$ cat src/rtl/demux_pkg.sv
`default_nettype none
// ============================================================================
//  Module      : demux_pkg
//  Description : Shared constants and helpers for the 1-to-4 registered
//                demultiplexer (channel count, select width, counter width,
//                one-hot channel-enable decode).
//  Revision    : 1.0 - initial release
// ============================================================================
package demux_pkg;

    localparam int NUM_CH = 4;
    localparam int SEL_W  = 2;
    localparam int CNT_W  = 8;

    // Decode a channel select into a one-hot enable vector.
    function automatic logic [NUM_CH-1:0] ch_enable(input logic [SEL_W-1:0] sel);
        return NUM_CH'(1) << sel;
    endfunction

endpackage
`default_nettype wire

$ cat src/rtl/demux_1_4_if.sv
`default_nettype none
// ============================================================================
//  Module      : demux_1_4_if
//  Description : Handshake bundle of the 1-to-4 demultiplexer.
//                Producer side : in_valid, in_ready, in_sel, in_data
//                Consumer side : out_valid[3:0], out_ready[3:0], d0..d3
//                master = environment (producer + consumers), slave = demux.
//  Revision    : 1.0 - initial release
// ============================================================================
interface demux_1_4_if
    import demux_pkg::*;
#(
    parameter int WIDTH = 8
);
    logic                 in_valid;
    logic                 in_ready;
    logic [SEL_W-1:0]     in_sel;
    logic [WIDTH-1:0]     in_data;
    logic [NUM_CH-1:0]    out_valid;
    logic [NUM_CH-1:0]    out_ready;
    logic [WIDTH-1:0]     d0;
    logic [WIDTH-1:0]     d1;
    logic [WIDTH-1:0]     d2;
    logic [WIDTH-1:0]     d3;

    modport master (
        output in_valid, in_sel, in_data, out_ready,
        input  in_ready, out_valid, d0, d1, d2, d3
    );

    modport slave (
        input  in_valid, in_sel, in_data, out_ready,
        output in_ready, out_valid, d0, d1, d2, d3
    );

endinterface
`default_nettype wire

$ cat src/rtl/demux_slot.sv
`default_nettype none
// ============================================================================
//  Module      : demux_slot
//  Description : One-entry holding register for a single output channel.
//                Ports : clk, rst       - clock / sync active-high reset
//                        load          - accept load_data this cycle
//                        load_data     - word to store
//                        ready_in      - consumer takes the word this cycle
//                        valid_out     - slot holds a word
//                        data_out      - held word (keeps last value when empty)
//  Revision    : 1.0 - initial release
// ============================================================================
module demux_slot #(
    parameter int WIDTH = 8
) (
    input  wire logic             clk,
    input  wire logic             rst,
    input  wire logic             load,
    input  wire logic [WIDTH-1:0] load_data,
    input  wire logic             ready_in,
    output logic                  valid_out,
    output logic [WIDTH-1:0]      data_out
);

    logic             r_full;
    logic [WIDTH-1:0] r_data;

    always_ff @(posedge clk) begin
        if (rst) begin
            r_full <= 1'b0;
            r_data <= '0;
        end else if (load) begin
            // A load wins over a same-cycle drain: the slot refills in place.
            r_full <= 1'b1;
            r_data <= load_data;
        end else if (r_full && ready_in) begin
            r_full <= 1'b0;
        end
    end

    assign valid_out = r_full;
    assign data_out  = r_data;

endmodule
`default_nettype wire

$ cat src/rtl/demux_1_4.sv
`default_nettype none
// ============================================================================
//  Module      : demux_1_4
//  Description : Registered 1-to-4 demultiplexer with valid/ready handshake.
//                The input word is steered by in_sel into one of four
//                one-entry channel buffers; each channel drains on its own.
//                Ports : clk, rst  - clock / sync active-high reset
//                        bus       - demux_1_4_if.slave handshake bundle
//                        cnt       - (DEMUX_1_4_CNT_EN only) four 8-bit
//                                    wrapping output-transfer counters,
//                                    channel k in cnt[8k+7:8k]
//                Build option : DEMUX_1_4_CNT_EN
//  Revision    : 1.0 - initial release
// ============================================================================
module demux_1_4
    import demux_pkg::*;
#(
    parameter int WIDTH = 8
) (
    input  wire logic                 clk,
    input  wire logic                 rst,
`ifdef DEMUX_1_4_CNT_EN
    output logic [NUM_CH*CNT_W-1:0]   cnt,
`endif
    demux_1_4_if.slave                bus
);

    logic [NUM_CH-1:0] w_full;
    logic [NUM_CH-1:0] w_load;
    logic              w_in_ready;
    logic [WIDTH-1:0]  w_data [NUM_CH];

    // Ready only looks at the addressed channel: it can take a word if it is
    // empty or is being drained this very cycle.
    assign w_in_ready = ~w_full[bus.in_sel] | bus.out_ready[bus.in_sel];
    assign w_load     = ch_enable(bus.in_sel) & {NUM_CH{bus.in_valid & w_in_ready}};

    generate
        for (genvar k = 0; k < NUM_CH; k++) begin : g_slot
            demux_slot #(
                .WIDTH     (WIDTH)
            ) u_slot (
                .clk       (clk),
                .rst       (rst),
                .load      (w_load[k]),
                .load_data (bus.in_data),
                .ready_in  (bus.out_ready[k]),
                .valid_out (w_full[k]),
                .data_out  (w_data[k])
            );
        end
    endgenerate

    assign bus.in_ready  = w_in_ready;
    assign bus.out_valid = w_full;
    assign bus.d0        = w_data[0];
    assign bus.d1        = w_data[1];
    assign bus.d2        = w_data[2];
    assign bus.d3        = w_data[3];

`ifdef DEMUX_1_4_CNT_EN
    generate
        for (genvar k = 0; k < NUM_CH; k++) begin : g_cnt
            logic [CNT_W-1:0] r_cnt;

            // Natural 8-bit overflow gives the 255 -> 0 wrap.
            always_ff @(posedge clk) begin
                if (rst) begin
                    r_cnt <= '0;
                end else if (w_full[k] && bus.out_ready[k]) begin
                    r_cnt <= r_cnt + 1'b1;
                end
            end

            assign cnt[k*CNT_W +: CNT_W] = r_cnt;
        end
    endgenerate
`endif

endmodule
`default_nettype wire

$ cat src/flat_wrapper.sv
// flat-port wrapper written by rule: the top's interface ports become plain ports
module demux_1_4_flat import demux_pkg::*;
#(
    parameter int WIDTH = 8
)
  (clk, rst, bus_in_valid, bus_in_sel, bus_in_data, bus_out_ready, bus_in_ready, bus_out_valid, bus_d0, bus_d1, bus_d2, bus_d3);
  demux_1_4_if #(.WIDTH(WIDTH)) bus_i ();
  input  wire logic clk;
  input  wire logic rst;
  input wire logic [$bits(bus_i.in_valid)-1:0] bus_in_valid;
  input wire logic [$bits(bus_i.in_sel)-1:0] bus_in_sel;
  input wire logic [$bits(bus_i.in_data)-1:0] bus_in_data;
  input wire logic [$bits(bus_i.out_ready)-1:0] bus_out_ready;
  output wire logic [$bits(bus_i.in_ready)-1:0] bus_in_ready;
  output wire logic [$bits(bus_i.out_valid)-1:0] bus_out_valid;
  output wire logic [$bits(bus_i.d0)-1:0] bus_d0;
  output wire logic [$bits(bus_i.d1)-1:0] bus_d1;
  output wire logic [$bits(bus_i.d2)-1:0] bus_d2;
  output wire logic [$bits(bus_i.d3)-1:0] bus_d3;
  assign bus_i.in_valid = bus_in_valid;
  assign bus_i.in_sel = bus_in_sel;
  assign bus_i.in_data = bus_in_data;
  assign bus_i.out_ready = bus_out_ready;
  assign bus_in_ready = bus_i.in_ready;
  assign bus_out_valid = bus_i.out_valid;
  assign bus_d0 = bus_i.d0;
  assign bus_d1 = bus_i.d1;
  assign bus_d2 = bus_i.d2;
  assign bus_d3 = bus_i.d3;
  demux_1_4 #(.WIDTH(WIDTH)) u_core (.clk(clk), .rst(rst), .bus(bus_i));
endmodule
$ cat config.mk
export PLATFORM = sky130hd
export DESIGN_NAME = demux_1_4_flat
export DESIGN_NICKNAME = d
export VERILOG_FILES = /design/src/rtl/demux_pkg.sv /design/src/rtl/demux_1_4_if.sv /design/src/rtl/demux_slot.sv /design/src/rtl/demux_1_4.sv /design/src/flat_wrapper.sv
export SDC_FILE = /design/constraint.sdc
export NUM_CORES = 1
export LEC_CHECK = 0
export BUFFER_PORTS_ARGS = -buffer_cell sky130_fd_sc_hd__buf_2
export CAP_MARGIN = 10
export CORE_ASPECT_RATIO = 1.2
export CORE_MARGIN = 8
export CORE_UTILIZATION = 39
export CTS_BUF_LIST = sky130_fd_sc_hd__clkbuf_8
export DETAILED_ROUTE_END_ITERATION = 6
export PLACE_DENSITY = 0.69
export SYNTH_ARGS = -nofsm -noshare
export SYNTH_HDL_FRONTEND = slang
export SYNTH_SLANG_ARGS = --single-unit
$ cat constraint.sdc
create_clock -name clk -period 1.4 [get_ports clk]
set_input_delay 0.21 -clock clk [delete_from_list [all_inputs] [get_ports clk]]
set_output_delay 0.21 -clock clk [all_outputs]
set_load 0.03 [all_outputs]
==> reports/summary.txt <==
initial core utilization: 40.92%
syn nets: 155
Antenna Cells: 0
first-pass GRT wire length: 5858 um
Starting DRT DRC Count: 52
cts bufs inserted: 5
DPL Wire Length: 2638 um
Final Skew: 7.759 ps
Netlist Area Pre-Place: 1499 um2
synth top area cells: dfxtp_1 (48%), mux2i_1 (21%), nand2b_1 (19%)
Worst-Margin Slew: 517.5 ps
gr usage total: 12.01%
fin crit share: 109.8%
Crit Path Category: reg -> out
area grow syn2layout: 31.64%
die area: 6091 um2
Synth top cells by count: nand2b_1 (45), dfxtp_1 (36), mux2i_1 (32)
fraction of the yosys area taken by sequential cells: 48.08%
largest net degree at the start of global routing: 42
final core occ: 53.86%
drt via density: 4.754
top-area cell type share of the netlist area: 48.08%
grt ovf: 0
initial antenna violation count: 0
Slew Viols, Final: 0
Main synth FF type: dfxtp_1
final hold violations: 0
Critical Path RT: 1190 ps
final WL: 3686 um
critical path fanouts, max: 2
Yosys top cell by area: dfxtp_1
asr flop ratio synth: 0%
gate count after technology mapping: 138
Die X: 72.60 um
WP data arrival: 1330 ps
Setup Viol. Count Final: 1
Post-synth EDFFs: 0
worst min path class: in -> reg
post-layout minimum cycle time: 1538 ps
count leader, synth: nand2b_1
root buffer cell: clkbuf_8
synth unique cells: 17
TritonRoute pass-1 iters: 4
syn_area_per_cell: 10.86 um2
Setup TNS: -137.7 ps
Die Height: 83.91 um
Clock Latency Late Sink: 290 ps
pwr/cell area: 1191 nW/um2
via total after detailed routing: 1179
GP Congestion: 0.8180
Leakage: 1.009 nW
#FFs+latches synth: 36
Synthesis Warnings: 0
RSZ-0062 raised after global routing: true
Peak VDD IR: 0.5626 mV
failing checks: setup timing
routed length per instance: 14.86 um
outcome: finished with violations
Buffers on Ports: 53
Antenna Nets Post-Route: 0
Max Freq: 650.3 MHz
CTS tree: done
layout cell share with drive strength beyond 1: 38.78%
TritonCTS Sinks: 36
fillers: 356
CTS H-tree depth: 2
num rows: 24
DRC: 0
nature of the critical path endpoint: primary output
# Max-Cap Violations: 0
Final nets: 212
IO Pins: 54
Clock Pin Slew Worst Setup and Hold Paths: 70 ps
vias in the first global route: 1245
setup ws final: -137.7 ps
Std-Cell Core Area: 3664 um2
Max Root-Sink Buffers: 2
Max-slew headroom: 65.50%
CP Launch Type: flip-flop
==> path summary, 6_finish.rpt <==
check / start / endpoint / slack (ps) / depth (start not counted)
worst min register to register: u_core.g_slot[3].u_slot.data_out[7]$_SDFFE_PP0P_ / u_core.g_slot[3].u_slot.data_out[7]$_SDFFE_PP0P_ / 470 / 2
worst min-delay path: bus_out_ready[0] / u_core.g_slot[0].u_slot.valid_out$_SDFFE_PP0P_ / 230 / 3
worst max-delay path: u_core.g_slot[1].u_slot.valid_out$_SDFFE_PP0P_ / bus_in_ready / -140 / 3
worst max register to register: u_core.g_slot[3].u_slot.valid_out$_SDFFE_PP0P_ / u_core.g_slot[3].u_slot.data_out[3]$_SDFFE_PP0P_ / 70 / 7
==> worst max-delay path, cell delays in order (launching register included) <==
cell,delay [ps]
dfxtp_2,330
nand2b_1,80
mux4_2,470
buf_6,160
==> placed cells by master, fill, tap and decap left out <==
| cell type | n |
|---|---|
| a21oi_1 | 4 |
| clkbuf_8 | 7 |
| or3_1 | 1 |
| nand4b_1 | 1 |
| nand3_1 | 1 |
| dfxtp_2 | 4 |
| mux4_2 | 1 |
| nand4_1 | 1 |
| and2b_2 | 1 |
| buf_2 | 52 |
| nand2b_1 | 45 |
| clkbuf_4 | 1 |
| bufinv_16 | 1 |
| and3_1 | 1 |
| buf_12 | 1 |
| buf_4 | 5 |
| nor3_1 | 1 |
| nor2b_1 | 1 |
| buf_6 | 3 |
| mux2i_1 | 32 |
| dfxtp_1 | 32 |
==> flip-flops by register name, summed over array words and instances (netlist names) <==
signal                          cells
u_core.g_slot.u_slot.data_out      32
u_core.g_slot.u_slot.valid_out      4
==> stage by stage <==
| stage | total power, W | worst slack [ps] | std cells | cell area, um2 | hold WS (ps) |
|---|---|---|---|---|---|
| floorplan | 0.001290 | 133.4 | 138 | 1499 | 404.6 |
| global placement | 0.001371 | 64.50 | 236 | 1802 | 457.3 |
| detailed placement | 0.001379 | 24.63 | 236 | 1802 | 460.2 |
| CTS | 0.002372 | -145.8 | 248 | 1973 | 209.1 |
| global route | 0.002431 | -163.5 | 248 | 1973 | 228.5 |
| finish | 0.002350 | -137.7 | 248 | 1973 | 230.8 |
==> power breakdown <==
group | total [W] | switching (W) | internal, W
clock | 0.000988 | 0.000360 | 0.000628
sequential | 0.00108 | 0.0000183 | 0.00106
combinational | 0.000283 | 0.000169 | 0.000113
total | 0.00235 | 0.000548 | 0.00180
==> area by class of cell <==
type	count	area (um2)	area share, %
multi-input cells	90	696.9	35.32
repair buffers	62	359.1	18.20
flip-flops and latches	36	725.7	36.78
clock inverters	1	30.03	1.522
clock buffers	7	96.34	4.883
well taps	52	65.06	3.297
==> cells by family (layout without fill, tap and decap cells) <==
kind of cell    Yosys count  in the layout  share of synthesized area [%]
simple gates             53             53                          22.29
flops                    36             36                          48.08
mux                      33             33                          23.12
buf+inv                  12             70                          5.175
compound gates            4              4                          1.336
==> metal layers <==
| metal | GRT usage, % | vias to the layer above | part of all wire [%] |
|---|---|---|---|
| li1 | - | 567 | - |
| met1 | 13.60 | 554 | 42 |
| met2 | 18.35 | 52 | 46 |
| met3 | 6.130 | 6 | 10 |
| met4 | 4.927 | 0 | 1.5 |
| met5 | 0 | - | 0 |
==> what timing repair did <==
item	4_1_cts	5_1_grt
resized for setup	9	1
pin swaps	1	0
setup buffers	4	0
hold buffers	0	0
gates cloned	0	1
endpoints found under the setup margin	1	9
Power figures use the tool's default switching activity.
